$ cat config.mk
export PLATFORM = sky130hd
export DESIGN_NAME = wb_master_flat
export DESIGN_NICKNAME = d
export VERILOG_FILES = /design/src/rtl/wb_master_if.sv /design/src/rtl/wb_master.sv /design/src/flat_wrapper.sv
export SDC_FILE = /design/constraint.sdc
export NUM_CORES = 1
export LEC_CHECK = 0
export CAP_MARGIN = 20
export CORE_AREA = 3 3 156 158
export CTS_CLUSTER_DIAMETER = 150
export DETAILED_ROUTE_END_ITERATION = 8
export DIE_AREA = 0 0 159 161
export DONT_BUFFER_PORTS = 1
export PLACE_DENSITY = 0.64
export SYNTH_ARGS = -nofsm -noshare
export SYNTH_HDL_FRONTEND = slang
export SYNTH_SLANG_ARGS = --single-unit
$ cat constraint.sdc
create_clock -name i_clk -period 1.8 [get_ports i_clk]
set_input_delay 0.18 -clock i_clk [delete_from_list [all_inputs] [get_ports i_clk]]
set_output_delay 0.18 -clock i_clk [all_outputs]
set_load 0.01 [all_outputs]
$ cat src/rtl/wb_master_if.sv
// Core request/response channel and Wishbone pipelined bus of the load/store
// initiator, seen from the initiator (master) or from the core/responder side (slave).
interface wb_master_if;
    // Core request channel
    logic        i_req_valid;
    logic        o_req_ready;
    logic        i_req_we;
    logic [63:0] i_req_addr;
    logic [63:0] i_req_wdata;
    logic [1:0]  i_req_size;
    logic        i_req_signed;
    // Core response channel
    logic        o_rsp_valid;
    logic [63:0] o_rsp_rdata;
    logic        o_rsp_err;
    // Wishbone bus
    logic        o_wb_cyc;
    logic        o_wb_stb;
    logic        o_wb_we;
    logic [63:0] o_wb_adr;
    logic [63:0] o_wb_dat;
    logic [7:0]  o_wb_sel;
    logic [63:0] i_wb_dat;
    logic        i_wb_ack;
    logic        i_wb_stall;

    modport master (
        input  i_req_valid, i_req_we, i_req_addr, i_req_wdata, i_req_size, i_req_signed,
        output o_req_ready,
        output o_rsp_valid, o_rsp_rdata, o_rsp_err,
        output o_wb_cyc, o_wb_stb, o_wb_we, o_wb_adr, o_wb_dat, o_wb_sel,
        input  i_wb_dat, i_wb_ack, i_wb_stall
    );

    modport slave (
        output i_req_valid, i_req_we, i_req_addr, i_req_wdata, i_req_size, i_req_signed,
        input  o_req_ready,
        input  o_rsp_valid, o_rsp_rdata, o_rsp_err,
        input  o_wb_cyc, o_wb_stb, o_wb_we, o_wb_adr, o_wb_dat, o_wb_sel,
        output i_wb_dat, i_wb_ack, i_wb_stall
    );
endinterface

$ cat src/rtl/wb_master.sv
// Single-outstanding Wishbone (pipelined, stall/ack) initiator for the core
// load/store path. One sized request at a time; a watchdog turns a missing
// acknowledge into an error response so unmapped addresses never hang the core.
module wb_master #(
    parameter int unsigned TIMEOUT_CYCLES = 255,
    parameter bit          ALIGN_CHECK    = 1'b1
) (
    input  logic        i_clk,
    input  logic        i_reset_n,
    wb_master_if.master bus
);
    // Watchdog value seen during the last cycle cyc may stay high.
    localparam logic [15:0] WDOG_LAST = 16'(TIMEOUT_CYCLES - 1);

    typedef enum logic [1:0] {
        ST_IDLE = 2'd0,
        ST_REQ  = 2'd1,
        ST_WAIT = 2'd2,
        ST_RESP = 2'd3
    } state_t;

    state_t      state_q, state_d;
    logic        live_q, live_d;       // low only until the first edge after reset
    logic [15:0] wdog_q, wdog_d;
    logic [1:0]  size_q, size_d;
    logic        sgn_q, sgn_d;
    logic        cyc_q, cyc_d;
    logic        stb_q, stb_d;
    logic        we_q, we_d;
    logic [63:0] adr_q, adr_d;
    logic [63:0] dat_q, dat_d;
    logic [7:0]  sel_q, sel_d;
    logic        rsp_valid_q, rsp_valid_d;
    logic        rsp_err_q, rsp_err_d;
    logic [63:0] rsp_rdata_q, rsp_rdata_d;

    logic [63:0] load_result;

    // A request is misaligned when any address bit below its size is set.
    function automatic logic is_misaligned(input logic [2:0] a, input logic [1:0] size);
        logic r;
        case (size)
            2'd0:    r = 1'b0;
            2'd1:    r = a[0];
            2'd2:    r = |a[1:0];
            default: r = |a;
        endcase
        return r;
    endfunction

    // Byte-lane enables for a right-justified access.
    function automatic logic [7:0] lane_sel(input logic [1:0] size);
        logic [7:0] r;
        case (size)
            2'd0:    r = 8'h01;
            2'd1:    r = 8'h03;
            2'd2:    r = 8'h0F;
            default: r = 8'hFF;
        endcase
        return r;
    endfunction

    // Store data with the bytes above the access size forced to zero.
    function automatic logic [63:0] store_data(input logic [63:0] w, input logic [1:0] size);
        logic [63:0] r;
        case (size)
            2'd0:    r = {56'd0, w[7:0]};
            2'd1:    r = {48'd0, w[15:0]};
            2'd2:    r = {32'd0, w[31:0]};
            default: r = w;
        endcase
        return r;
    endfunction

    // Load data taken from the low lanes and sign- or zero-extended.
    function automatic logic [63:0] load_data(input logic [63:0] d, input logic [1:0] size,
                                              input logic sgn);
        logic [63:0] r;
        case (size)
            2'd0:    r = {{56{sgn & d[7]}},  d[7:0]};
            2'd1:    r = {{48{sgn & d[15]}}, d[15:0]};
            2'd2:    r = {{32{sgn & d[31]}}, d[31:0]};
            default: r = d;
        endcase
        return r;
    endfunction

    // Stores always answer with zero data.
    assign load_result = we_q ? 64'd0 : load_data(bus.i_wb_dat, size_q, sgn_q);

    // Next-state and registered-output decode.
    always_comb begin
        state_d     = state_q;
        live_d      = 1'b1;
        wdog_d      = wdog_q;
        size_d      = size_q;
        sgn_d       = sgn_q;
        cyc_d       = cyc_q;
        stb_d       = stb_q;
        we_d        = we_q;
        adr_d       = adr_q;
        dat_d       = dat_q;
        sel_d       = sel_q;
        rsp_valid_d = 1'b0;
        rsp_err_d   = 1'b0;
        rsp_rdata_d = 64'd0;

        case (state_q)
            ST_IDLE: begin
                if (live_q && bus.i_req_valid) begin
                    size_d = bus.i_req_size;
                    sgn_d  = bus.i_req_signed;
                    if (ALIGN_CHECK && is_misaligned(bus.i_req_addr[2:0], bus.i_req_size)) begin
                        // Rejected without touching the bus.
                        state_d     = ST_RESP;
                        rsp_valid_d = 1'b1;
                        rsp_err_d   = 1'b1;
                    end else begin
                        state_d = ST_REQ;
                        cyc_d   = 1'b1;
                        stb_d   = 1'b1;
                        we_d    = bus.i_req_we;
                        adr_d   = bus.i_req_addr;
                        dat_d   = store_data(bus.i_req_wdata, bus.i_req_size);
                        sel_d   = lane_sel(bus.i_req_size);
                        wdog_d  = 16'd0;
                    end
                end
            end
            ST_REQ, ST_WAIT: begin
                wdog_d = wdog_q + 16'd1;
                if (bus.i_wb_ack) begin
                    // Ack completes the access even if it arrives while stalled.
                    state_d     = ST_RESP;
                    cyc_d       = 1'b0;
                    stb_d       = 1'b0;
                    rsp_valid_d = 1'b1;
                    rsp_rdata_d = load_result;
                end else if (wdog_q == WDOG_LAST) begin
                    state_d     = ST_RESP;
                    cyc_d       = 1'b0;
                    stb_d       = 1'b0;
                    rsp_valid_d = 1'b1;
                    rsp_err_d   = 1'b1;
                end else if (state_q == ST_REQ && !bus.i_wb_stall) begin
                    state_d = ST_WAIT;
                    stb_d   = 1'b0;
                end
            end
            ST_RESP: begin
                state_d = ST_IDLE;
            end
            default: begin
                state_d = ST_IDLE;
            end
        endcase
    end

    // State and output registers; reset clears the bus immediately.
    always_ff @(posedge i_clk or negedge i_reset_n) begin
        if (!i_reset_n) begin
            state_q     <= ST_IDLE;
            live_q      <= 1'b0;
            wdog_q      <= 16'd0;
            size_q      <= 2'd0;
            sgn_q       <= 1'b0;
            cyc_q       <= 1'b0;
            stb_q       <= 1'b0;
            we_q        <= 1'b0;
            adr_q       <= 64'd0;
            dat_q       <= 64'd0;
            sel_q       <= 8'd0;
            rsp_valid_q <= 1'b0;
            rsp_err_q   <= 1'b0;
            rsp_rdata_q <= 64'd0;
        end else begin
            state_q     <= state_d;
            live_q      <= live_d;
            wdog_q      <= wdog_d;
            size_q      <= size_d;
            sgn_q       <= sgn_d;
            cyc_q       <= cyc_d;
            stb_q       <= stb_d;
            we_q        <= we_d;
            adr_q       <= adr_d;
            dat_q       <= dat_d;
            sel_q       <= sel_d;
            rsp_valid_q <= rsp_valid_d;
            rsp_err_q   <= rsp_err_d;
            rsp_rdata_q <= rsp_rdata_d;
        end
    end

    assign bus.o_req_ready = live_q && (state_q == ST_IDLE);
    assign bus.o_rsp_valid = rsp_valid_q;
    assign bus.o_rsp_err   = rsp_err_q;
    assign bus.o_rsp_rdata = rsp_rdata_q;
    assign bus.o_wb_cyc    = cyc_q;
    assign bus.o_wb_stb    = stb_q;
    assign bus.o_wb_we     = we_q;
    assign bus.o_wb_adr    = adr_q;
    assign bus.o_wb_dat    = dat_q;
    assign bus.o_wb_sel    = sel_q;
endmodule

$ cat src/flat_wrapper.sv
// flat-port wrapper written by rule: the top's interface ports become plain ports
module wb_master_flat 
#(
    parameter int unsigned TIMEOUT_CYCLES = 255,
    parameter bit          ALIGN_CHECK    = 1'b1
)
  (i_clk, i_reset_n, bus_i_req_valid, bus_i_req_we, bus_i_req_addr, bus_i_req_wdata, bus_i_req_size, bus_i_req_signed, bus_o_req_ready, bus_o_rsp_valid, bus_o_rsp_rdata, bus_o_rsp_err, bus_o_wb_cyc, bus_o_wb_stb, bus_o_wb_we, bus_o_wb_adr, bus_o_wb_dat, bus_o_wb_sel, bus_i_wb_dat, bus_i_wb_ack, bus_i_wb_stall);
  wb_master_if bus_i ();
  input  logic i_clk;
  input  logic i_reset_n;
  input wire logic [$bits(bus_i.i_req_valid)-1:0] bus_i_req_valid;
  input wire logic [$bits(bus_i.i_req_we)-1:0] bus_i_req_we;
  input wire logic [$bits(bus_i.i_req_addr)-1:0] bus_i_req_addr;
  input wire logic [$bits(bus_i.i_req_wdata)-1:0] bus_i_req_wdata;
  input wire logic [$bits(bus_i.i_req_size)-1:0] bus_i_req_size;
  input wire logic [$bits(bus_i.i_req_signed)-1:0] bus_i_req_signed;
  output wire logic [$bits(bus_i.o_req_ready)-1:0] bus_o_req_ready;
  output wire logic [$bits(bus_i.o_rsp_valid)-1:0] bus_o_rsp_valid;
  output wire logic [$bits(bus_i.o_rsp_rdata)-1:0] bus_o_rsp_rdata;
  output wire logic [$bits(bus_i.o_rsp_err)-1:0] bus_o_rsp_err;
  output wire logic [$bits(bus_i.o_wb_cyc)-1:0] bus_o_wb_cyc;
  output wire logic [$bits(bus_i.o_wb_stb)-1:0] bus_o_wb_stb;
  output wire logic [$bits(bus_i.o_wb_we)-1:0] bus_o_wb_we;
  output wire logic [$bits(bus_i.o_wb_adr)-1:0] bus_o_wb_adr;
  output wire logic [$bits(bus_i.o_wb_dat)-1:0] bus_o_wb_dat;
  output wire logic [$bits(bus_i.o_wb_sel)-1:0] bus_o_wb_sel;
  input wire logic [$bits(bus_i.i_wb_dat)-1:0] bus_i_wb_dat;
  input wire logic [$bits(bus_i.i_wb_ack)-1:0] bus_i_wb_ack;
  input wire logic [$bits(bus_i.i_wb_stall)-1:0] bus_i_wb_stall;
  assign bus_i.i_req_valid = bus_i_req_valid;
  assign bus_i.i_req_we = bus_i_req_we;
  assign bus_i.i_req_addr = bus_i_req_addr;
  assign bus_i.i_req_wdata = bus_i_req_wdata;
  assign bus_i.i_req_size = bus_i_req_size;
  assign bus_i.i_req_signed = bus_i_req_signed;
  assign bus_o_req_ready = bus_i.o_req_ready;
  assign bus_o_rsp_valid = bus_i.o_rsp_valid;
  assign bus_o_rsp_rdata = bus_i.o_rsp_rdata;
  assign bus_o_rsp_err = bus_i.o_rsp_err;
  assign bus_o_wb_cyc = bus_i.o_wb_cyc;
  assign bus_o_wb_stb = bus_i.o_wb_stb;
  assign bus_o_wb_we = bus_i.o_wb_we;
  assign bus_o_wb_adr = bus_i.o_wb_adr;
  assign bus_o_wb_dat = bus_i.o_wb_dat;
  assign bus_o_wb_sel = bus_i.o_wb_sel;
  assign bus_i.i_wb_dat = bus_i_wb_dat;
  assign bus_i.i_wb_ack = bus_i_wb_ack;
  assign bus_i.i_wb_stall = bus_i_wb_stall;
  wb_master #(.TIMEOUT_CYCLES(TIMEOUT_CYCLES), .ALIGN_CHECK(ALIGN_CHECK)) u_core (.i_clk(i_clk), .i_reset_n(i_reset_n), .bus(bus_i));
endmodule
==> results by group, run 1 <==
Outcome
  – Status: stopped before the end
  – Last stage: clock tree synthesis
  – Error msg: [ERROR RSZ-0060] Max buffer count reached.

Clock tree
  – H-tree Lvls: 1
  – CTS Buf Count: 24
  – # Post-CTS Setup Buffers: 1
  – Resize count post-CTS: 2
  – CTS Root Cell: clkbuf_16
  – # hold bufs at CTS: 208
  – # clock sinks: 223
  – Clk buf depth: 3

Synthesis
  – Area contributors post-synth: dfrtp_1 (64%), mux2_2 (10%), nand2_1 (3.8%)
  – Distinct cells, synth: 44
  – Mapped Cells: approximately 700
  – Synth top area share: 0.643
  – Area leader, netlist: dfrtp_1
  – Syn_area_per_cell: 12.7 um^2
  – Post-synthesis cell area: 8680 um^2
  – Sequential area share after synthesis: 0.643
  – Warnings from Yosys: 0
  – Syn nets: 888
  – Number of flops mapped to enable cells by yosys: 0
  – Yosys reg bits: roughly 220
  – Async SR Flop Fraction: 1.00
  – Synth Flop Type: dfrtp_1

Die
  – Chip height: between 150 and 200 um
  – Num rows: 56
  – Die Wd: around 160 um
  – Initial Util: 0.373
  – Ports: approximately 410

Place
  – I/O Buffers: 0
  – Routability cong.: 0.815
  – Placed Cells incl. Taps: 989
  – Post-DP HPWL: 15700 um
[per-stage QoR]
| stage | worst slack (ps) | area (um^2) | utilization | setup TNS, ps |
|---|---|---|---|---|
| detailed placement | -89.7 | 9230 | 0.397 | -4550 |
| global placement | -39.7 | 9230 | 0.397 | -1510 |
| floorplan | -3.79 | 8710 | - | -114 |
[Yosys cell counts (2+ instances only)]
library cell,count
nand4_1,2
nand2b_1,3
nand2_1,88
o21a_1,33
buf_2,18
a21boi_0,2
a22o_1,32
buf_1,2
mux2_2,79
nand3_1,5
or3_1,2
inv_1,8
a21oi_1,34
ha_1,6
clkbuf_1,23
nor2_1,13
nor2_2,2
mux2i_1,3
xnor2_1,10
a2111oi_4,3
and2_1,11
nand3b_1,2
buf_4,4
o21ai_0,45
nor3_1,3
a21o_1,4
a211oi_1,5
dfrtp_1,223
[cells by family after synthesis]
logic type / after synthesis / share of synthesized area
AO/OA/AOI/OAI: 165 / 0.131
XOR/XNOR: 10 / 0.0101
adder cells (fa/ha/maj): 6 / 0.00865
buffers and inverters: 55 / 0.0281
flip-flops: 223 / 0.643
multiplexers: 82 / 0.106
other: 1 / 0.000432
AND/OR/NAND/NOR: 139 / 0.0722
==> run 2, diff against run 1 <==
CORE_AREA = default   (was 3 3 156 158)
CORE_MARGIN = 3   (was default)
CORE_UTILIZATION = 25   (was default)
CTS_CLUSTER_DIAMETER = default   (was 150)
DIE_AREA = default   (was 0 0 159 161)
PLACE_DENSITY = default   (was 0.64)
PLACE_DENSITY_LB_ADDON = 0.15   (was default)
clock period = 2.3 ns   (was 1.8 ns; I/O delays follow)
==> results by group, run 2 <==
Outcome
  – Status: finished with violations
  – Failing checks: hold timing

Setup path
  – CP Capture Type: register
  – Data arrival, critical path: 2550 ps
  – Critical Path RT: 2700 ps
  – Crit path launch type: register
  – CP max stage cell: a211o_4
  – Slowest cell delay on critical path: 440 ps
  – Cell with the most instances on the worst path: buf_12
  – Cell chain of the critical path: inv_1, ha_1, nand3_1, a211o_4, buf_12, buf_12, mux2_2
  – Reg2reg path depth: 7
  – Reg2reg start: u_core.state_q[0]$_DFFE_PN0P_
  – WS Path Type: register to register
  – Critical R2R Capture: u_core.bus.o_wb_dat[1]$_DFFE_PN0P_
  – Reg2Reg Setup Slack: 140 ps
  – Crit-path max FO: 44

Global routing
  – First-pass GRT wire length: 38100 um
  – Antenna violations before repair: 1
  – Vias in the first global route: 6638
  – Pin count of the biggest net entering global routing: 224
  – Total track usage: 0.130
  – GRT overflow: 0

Die
  – Ports: 407
  – Num rows: between 60 and 70
  – Die Wd: 192 um
  – Initial Util: 0.256
  – Die ar.: 37000 um^2
  – Chip height: ~190 um
  – Core ar.: 33900 um^2

Min path
  – Hold Crit Class: input pin to asynchronous set/reset pin

Synthesis
  – Adder-Cell Fraction of Synth Area: 0.00865
  – Warnings from Yosys: 0
  – Number of flops mapped to enable cells by yosys: 0
  – Post-synthesis cell area: 8680 um^2
  – Synth Flop Type: dfrtp_1
  – Post-synthesis mux area share: 0.106
  – Sequential area share after synthesis: 0.643
  – Mapped Cells: 681
  – Area contributors post-synth: dfrtp_1 (64%), mux2_2 (10%), nand2_1 (3.8%)
  – Post-synth top cells: dfrtp_1 (223), nand2_1 (88), mux2_2 (79), o21ai_0 (45), a21oi_1 (34)
  – Synth top area share: 0.643
  – Largest family of logic cells by synthesized area: compound AO/OA/AOI/OAI gates
  – Most common cell in the netlist: dfrtp_1
  – Syn nets: 888
  – Area leader, netlist: dfrtp_1
  – Synth Area in Simple Gates: 0.0722
  – Yosys reg bits: 223
  – Distinct cells, synth: 44
  – XOR/XNOR Fraction of Synth Area: 0.0101
  – Async SR Flop Fraction: 1.00
  – Syn_area_per_cell: 12.7 um^2
  – Compound-gate portion of the synthesized area: 0.131

STA
  – Final-report hold violation count: 223
  – TNS Setup: 0 ps
  – Final Slew Violations: 0
  – Max-slew headroom: 0.461
  – Minimum clock period after layout: ~2200 ps
  – RSZ-0062 raised after global routing: false
  – Final worst-path cycle share: 0.937
  – Skew final: ~25 ps
  – Final setup vio count: 0
  – FMAX: ~0.46 GHz
  – Worst-margin pin slew: 805 ps
  – Hold WS: -611 ps

Drt
  – Routed wire length: 25300 um
  – DRT iter0 DRCs: around 190
  – Drt drc: 0
  – Routed length per placed instance: 18.8 um
  – Via count: 6043
  – Vias/cell: 4.50
  – 1st-pass router iterations: 5
  – Number of routed nets with antenna violations: 0

Layout
  – Nets: 1086
  – Most frequent cells in the layout: dfrtp_1 (223), dlygate4sd3_1 (200), nand2_1 (88)
  – # fillers: 3291
  – Non-Filler Instances: around 1300
  – Share of cells above drive strength 1: 0.165
  – Antenna cells: 0
  – Area grow syn2layout: 39.3%
  – Commonest non-fill, non-tap cell in the layout: dfrtp_1

Clock tree
  – Worst-path clk slew: approximately 60 ps
  – CTS tree: done
  – # clock sinks: around 220
  – Clk buf depth: 3
  – CTS Root Cell: clkbuf_16
  – # Post-CTS Setup Buffers: 0
  – Resize count post-CTS: 0
  – CTS Buf Count: 26
  – # hold bufs at CTS: 200
  – H-tree Lvls: 1
  – Clock Latency Late Sink: 530 ps

Power and ir drop
  – Max VDD drop: roughly 0.56 mV
  – Pwr/cell area: 1180 nW/um^2
  – Leak Pwr: 5.39 nW

Place
  – I/O Buffers: 0
  – Post-DP HPWL: 17000 um
  – Routability cong.: 0.765
  – Placed Cells incl. Taps: 1099

Job
  – Max cap viols: 0
-- run 2: cell counts after synthesis --
No cell type changed its count.
-- run 2: report_power, final --
group / internal [W] / switching (W) / leakage, nW
Combinational: 0.00152 / 0.00147 / 2.06
Clock: 0.00253 / 0.00159 / 0.428
Sequential: 0.00536 / 0.00181 / 2.90
Total: 0.00942 / 0.00487 / 5.39
-- run 2: worst max-delay path by stage --
stage          slack, ps  cells after the start                           from                                   to
5_1_grt               40                      8  u_core.state_q[1]$_DFFE_PN0P_  u_core.bus.o_wb_dat[54]$_DFFE_PN0P_
3_5_place_dp         180                      7  u_core.state_q[0]$_DFFE_PN0P_  u_core.bus.o_wb_adr[33]$_DFFE_PN0P_
2_1_floorplan        360                      8  u_core.state_q[0]$_DFFE_PN0P_        u_core.wdog_q[15]$_DFFE_PN0P_
3_3_place_gp         240                      7  u_core.state_q[0]$_DFFE_PN0P_   u_core.bus.o_wb_adr[1]$_DFFE_PN0P_
6_report             140                      7  u_core.state_q[0]$_DFFE_PN0P_   u_core.bus.o_wb_dat[1]$_DFFE_PN0P_
4_1_cts              150                      7  u_core.state_q[1]$_DFFE_PN0P_  u_core.bus.o_wb_adr[33]$_DFFE_PN0P_
-- run 2: through the flow --
step	power [W]	hold WS (ps)	instance area, um^2	setup WS, ps	util
floorplan	0.00895	-65.6	8680	359	-
global route	0.0152	-654	12100	38.3	0.357
detailed placement	0.00998	-60.1	9230	179	0.273
global placement	0.00989	-59.6	9230	241	0.273
CTS	0.0145	-655	12100	150	0.357
finish	0.0143	-611	12100	144	0.357
-- run 2: critical path, delay by kind of cell, from the launching register on --
family	cells	cell delay, ps
DFF	1	390
AOI/OAI and AO/OA	1	440
and+or+nand+nor	1	170
buffers and inverters	3	510
adders and majority gates	1	180
muxes	1	290
-- run 2: layout make-up --
class,instances,area [um^2],share of cell area
sequential,223,5580,0.461
clock inverter,10,136,0.0113
clock buffer,35,724,0.0599
timing repair buffer,217,2190,0.181
multi-input combinational,403,2870,0.237
tap,448,561,0.0464
inverter,8,30.0,0.00248
-- run 2: routing by layer --
layer,vias up,global-route usage,part of all wire
met3,40,0.0434,0.10
met4,2,0.0426,0.025
li1,2759,-,-
met5,-,0,0.00047
met1,2912,0.149,0.38
met2,330,0.229,0.50
-- run 2: logic make-up (layout without fill, tap and decap cells) --
family	after synthesis	in the layout
fa+ha+maj	6	6
xor+xnor	10	10
simple gates	139	139
buf+inv	55	270
flops	223	223
other cells	1	1
compound gates	165	165
mux	82	82
(Power assumes the default switching activity.)
==> run 3, diff against run 2 <==
clock period = 2.2 ns   (was 2.3 ns; I/O delays follow)
==> results by group, run 3 (synthesis results as in run 2) <==
Global routing
  – GRT overflow: 0
  – Pin count of the biggest net entering global routing: 224
  – Total track usage: 0.131
  – Antenna violations before repair: 0
  – First-pass GRT wire length: 38300 um
  – Vias in the first global route: 6740

Drt
  – Via count: 6098
  – DRT iter0 DRCs: 176
  – Number of routed nets with antenna violations: 0
  – 1st-pass router iterations: 6
  – Routed length per placed instance: 19.0 um
  – Vias/cell: 4.51
  – Drt drc: 0
  – Routed wire length: 25700 um

Layout
  – Nets: 1091
  – Antenna cells: 0
  – # fillers: between 3000 and 4000
  – Area grow syn2layout: 40.9%
  – Most frequent cells in the layout: dfrtp_1 (223), dlygate4sd3_1 (202), nand2_1 (88)
  – Share of cells above drive strength 1: 0.173
  – Cell area after layout: 12200 um^2
  – Commonest non-fill, non-tap cell in the layout: dfrtp_1

Place
  – Routability cong.: 0.790
  – Post-DP HPWL: 17100 um
  – Post-DP Area: 9250 um^2
  – I/O Buffers: 0

Setup path
  – Critical Path RT: between 2000 and 3000 ps
  – CP Capture Type: register
  – Data arrival, critical path: around 2500 ps
  – Crit path launch type: register
  – Reg2reg path depth: 7
  – Crit-path max FO: just under 50
  – WS Path Type: register to register

STA
  – Skew final: 20.6 ps
  – Final-report hold violation count: 223
  – Final Slew Violations: 0
  – Hold WS: -614 ps
  – RSZ-0062 raised after global routing: false
  – Final setup vio count: 0
  – Worst-margin pin slew: around 720 ps
  – Minimum clock period after layout: 2050 ps
  – Final worst-path cycle share: 0.931
  – FMAX: 0.488 GHz
  – TNS Setup: 0 ps
  – Max-slew headroom: 0.516

Outcome
  – Status: finished with violations
  – Failing checks: hold timing

Power and ir drop
  – Reg power frac: 0.488
  – Cell Int Power: just over 0.01 W
  – Leak Pwr: 5.46 nW
  – Switching share of power: 0.336
  – Sw Pwr: 0.00516 W
  – Pwr/cell area: between 1000 and 1500 nW/um^2
  – Logic gate share of total power: 0.207
  – Clock power frac: 0.305
  – Max VDD drop: 0.561 mV

Die
  – Core ar.: 33900 um^2
  – Num rows: between 60 and 70
  – Die Wd: 192 um
  – Die ar.: 37000 um^2
  – Chip height: 192 um
  – Ports: about 400
  – Initial Util: 0.256

Min path
  – Hold Crit Class: input pin to asynchronous set/reset pin

Clock tree
  – Resize count post-CTS: 0
  – Clk buf depth: 3
  – CTS Root Cell: clkbuf_16
  – Clock Latency Late Sink: 530 ps
  – # hold bufs at CTS: 202
  – CTS tree: done
  – # clock sinks: between 200 and 250
  – Worst-path clk slew: 60 ps
  – H-tree Lvls: 1
  – CTS Buf Count: 26
  – # Post-CTS Setup Buffers: 0

Job
  – Max cap viols: 0
run 3: cell types whose count changed in the layout (fill, tap and decap cells not counted), moves of 2 or more:
cell / delta
dlygate4sd3_1: +2
bufinv_16: +2
clkinv_4: +2
clkbuf_1: -2
buf_4: +3
run 3: path summary, 6_finish.rpt:
kind	start	endpoint	slack [ps]
max in group asynchronous	i_reset_n	u_core.bus.o_wb_adr[26]$_DFFE_PN0P_	2350
min in group i_clk	bus_i_req_valid	u_core.sgn_q$_DFFE_PN0P_	40
worst max-delay path	u_core.state_q[1]$_DFFE_PN0P_	u_core.bus.o_wb_dat[1]$_DFFE_PN0P_	150
worst min-delay path	i_reset_n	u_core.bus.o_wb_adr[56]$_DFFE_PN0P_	-610
worst max register to register	u_core.state_q[1]$_DFFE_PN0P_	u_core.bus.o_wb_dat[1]$_DFFE_PN0P_	150
worst min register to register	u_core.bus.o_wb_dat[9]$_DFFE_PN0P_	u_core.bus.o_wb_dat[9]$_DFFE_PN0P_	560
run 3: final cells by class:
class / instances / area, um^2 / area share
clock buffers: 35 / 756 / 0.0618
clock inverters: 13 / 200 / 0.0164
inverters: 8 / 30.0 / 0.00246
multi-input cells: 403 / 2870 / 0.235
flip-flops and latches: 223 / 5580 / 0.456
well taps: 448 / 561 / 0.0458
repair buffers: 222 / 2230 / 0.183
run 3: routing by layer:
metal  vias to the layer above  share of wire  track usage
met1                      2966           0.37        0.144
met4                         0          0.029       0.0403
met3                        43          0.098       0.0421
li1                       2772              -            -
met2                       317           0.50        0.238
met5                         -              0            0
run 3: power by group through the flow:
| stage | logic (W) | clock network, W | registers (W) |
|---|---|---|---|
| after CTS | 0.00321 | 0.00486 | 0.00754 |
| after detailed placement | 0.00291 | 0 | 0.00758 |
| after global placement | 0.00277 | 0 | 0.00762 |
| after floorplan | 0.00233 | 0 | 0.00702 |
| final | 0.00319 | 0.00469 | 0.00751 |
| after global routing | 0.00355 | 0.00502 | 0.00773 |
run 3: stage by stage:
step | hold WS (ps) | instances | setup WS [ps] | total power [W] | utilization
after floorplan | -75.6 | 681 | 259 | 0.00935 | -
after detailed placement | -69.6 | 1102 | 167 | 0.0105 | 0.273
after global placement | -69.4 | 1102 | 256 | 0.0104 | 0.273
final | -614 | 1352 | 151 | 0.0154 | 0.361
after CTS | -654 | 1352 | 142 | 0.0156 | 0.361
after global routing | -648 | 1352 | 3.29 | 0.0163 | 0.361
run 3: worst max-delay path, cell delays in order (launching register included):
cell	delay, ps
dfrtp_1	390
inv_1	120
ha_1	180
nand3_1	120
a211o_4	390
buf_12	200
buf_12	180
mux2_2	290
==> run 4, diff against run 3 <==
CTS_BUF_LIST = sky130_fd_sc_hd__clkbuf_4   (was default)
==> results by group, run 4 (synthesis results as in run 2) <==
Layout
  – Area grow syn2layout: 40.6%
  – Nets: 1138
  – Commonest non-fill, non-tap cell in the layout: dfrtp_1
  – Most frequent cells in the layout: dfrtp_1 (223), dlygate4sd3_1 (213), nand2_1 (88)
  – Share of cells above drive strength 1: 0.214
  – Final Core Density: 0.360
  – # fillers: between 3000 and 4000

Place
  – I/O Buffers: 0
  – Post-DP HPWL: about 17000 um
  – Routability cong.: around 0.79

Power and ir drop
  – Leak Pwr: approximately 5.5 nW
  – Reg power frac: 0.515
  – Pwr/cell area: 1200 nW/um^2
  – Logic gate share of total power: 0.226
  – Clock power frac: 0.259
  – Sw Pwr: 0.00530 W
  – Cell Int Power: 0.00928 W
  – Switching share of power: 0.364
  – Max VDD drop: 0.553 mV

Die
  – Chip height: 192 um
  – Num rows: 67
  – Ports: 407
  – Core ar.: approximately 34000 um^2
  – Die Wd: between 150 and 200 um
  – Initial Util: 0.256
  – Die ar.: between 30000 and 40000 um^2

Setup path
  – Cell chain of the critical path: inv_1, ha_1, nand3_1, a211o_4, buf_12, buf_12, mux2_2
  – Data arrival, critical path: 2650 ps
  – CP Capture Type: register
  – Cell with the most instances on the worst path: buf_12
  – Critical Path RT: about 2800 ps
  – Crit path launch type: register
  – Slowest cell delay on critical path: 390 ps
  – CP max stage cell: dfrtp_1
  – WS Path Type: register to register
  – Crit-path max FO: around 50

Outcome
  – Failing checks: hold timing
  – Status: finished with violations

Clock tree
  – # clock sinks: 223
  – Clock Latency Late Sink: 780 ps
  – H-tree Lvls: 2
  – CTS Buf Count: slightly above 60
  – # hold bufs at CTS: 214
  – CTS Root Cell: clkbuf_4
  – CTS tree: done
  – Worst-path clk slew: 70 ps
  – Clk buf depth: 3

Min path
  – Hold Crit Class: input pin to asynchronous set/reset pin

Drt
  – DRT iter0 DRCs: 194
  – Drt drc: 0
  – Via count: 6388
  – Routed wire length: 26300 um
  – Routed length per placed instance: about 18 um
  – Number of routed nets with antenna violations: 0
  – Vias/cell: 4.47
  – 1st-pass router iterations: 4

STA
  – TNS Setup: 0 ps
  – Skew final: roughly 61 ps
  – Worst-margin pin slew: 960 ps
  – Final worst-path cycle share: 0.929
  – Max-slew headroom: 0.360
  – Final-report hold violation count: 223
  – FMAX: a little under 0.5 GHz
  – RSZ-0062 raised after global routing: false
  – Final setup vio count: 0
  – Final Slew Violations: 0
  – Hold WS: -836 ps
  – Minimum clock period after layout: 2040 ps

Global routing
  – Total track usage: 0.138
  – Antenna violations before repair: 3
  – GRT overflow: 0
  – Vias in the first global route: between 7000 and 8000
  – First-pass GRT wire length: 39500 um
  – Pin count of the biggest net entering global routing: 224

Job
  – Max cap viols: 0
-- run 4: cell types whose count changed in the layout (fill, tap and decap cells not counted), sizes merged --
cell,change
clkbuf,+46
diode,+4
clkinv,+19
bufinv,-3
dlygate4sd3,+11
dlymetal6s4s,+1
-- run 4: timing repair --
item | in CTS | in global routing
setup buffers | 0 | 0
endpoints found under the hold margin | 438 | 223
gates resized for setup | 0 | 5
endpoints found under the setup margin | 0 | 29
-- run 4: layout make-up --
| cell class | count | area [um^2] | share of cell area |
|---|---|---|---|
| multi-input cells | 403 | 2880 | 0.236 |
| clock inverters | 29 | 179 | 0.0147 |
| flip-flops and latches | 223 | 5580 | 0.457 |
| repair buffers | 234 | 2360 | 0.193 |
| clock buffers | 81 | 608 | 0.0498 |
| inverters | 8 | 30.0 | 0.00246 |
| well taps | 448 | 561 | 0.0459 |
| diodes | 4 | 10.0 | 0.000820 |
-- run 4: critical path, delay by kind of cell, from the launching register on --
family	cells	cell delay (ps)
multiplexers	1	290
AND/OR/NAND/NOR	1	120
flip-flops	1	390
adder cells (fa/ha/maj)	1	180
AO/OA/AOI/OAI	1	390
buffers and inverters	3	500
-- run 4: path summary, 6_finish.rpt --
path                                                     from                                    to  slack [ps]  depth (start not counted)
setup reg to reg                u_core.state_q[1]$_DFFE_PN0P_   u_core.bus.o_wb_adr[33]$_DFFE_PN0P_         160                          7
min in group i_clk                           bus_i_wb_dat[50]  u_core.bus.o_rsp_rdata[50]$_DFF_PN0_         110                          2
hold reg to reg            u_core.bus.o_wb_dat[9]$_DFFE_PN0P_    u_core.bus.o_wb_dat[9]$_DFFE_PN0P_         560                          2
max in group asynchronous                           i_reset_n   u_core.bus.o_wb_adr[10]$_DFFE_PN0P_        2700                          0
setup / recovery                u_core.state_q[1]$_DFFE_PN0P_   u_core.bus.o_wb_adr[33]$_DFFE_PN0P_         160                          7
hold / removal                                      i_reset_n          u_core.wdog_q[5]$_DFFE_PN0P_        -840                          0
-- run 4: per-stage QoR --
| step | power [W] | instances | instance area, um^2 | setup WS [ps] |
|---|---|---|---|---|
| 2_1_floorplan | 0.00935 | 681 | 8680 | 259 |
| 3_3_place_gp | 0.0104 | 1102 | 9250 | 256 |
| 4_1_cts | 0.0148 | 1426 | 12200 | 38.3 |
| 6_report | 0.0146 | 1430 | 12200 | 155 |
| 3_5_place_dp | 0.0105 | 1102 | 9250 | 167 |
| 5_1_grt | 0.0156 | 1430 | 12200 | 19.2 |
-- run 4: power groups by stage --
| stage | Combinational, W | Sequential [W] | Clock, W |
|---|---|---|---|
| final | 0.00330 | 0.00751 | 0.00377 |
| after floorplan | 0.00233 | 0.00702 | 0 |
| after detailed placement | 0.00291 | 0.00758 | 0 |
| after global placement | 0.00277 | 0.00762 | 0 |
| after global routing | 0.00368 | 0.00773 | 0.00422 |
| after CTS | 0.00330 | 0.00753 | 0.00398 |
-- run 4: routing by layer --
layer  GRT usage  routed length (um)
met5           0                  13
met4      0.0563                 720
met3      0.0647                2960
met2       0.238               13100
met1       0.143                9490
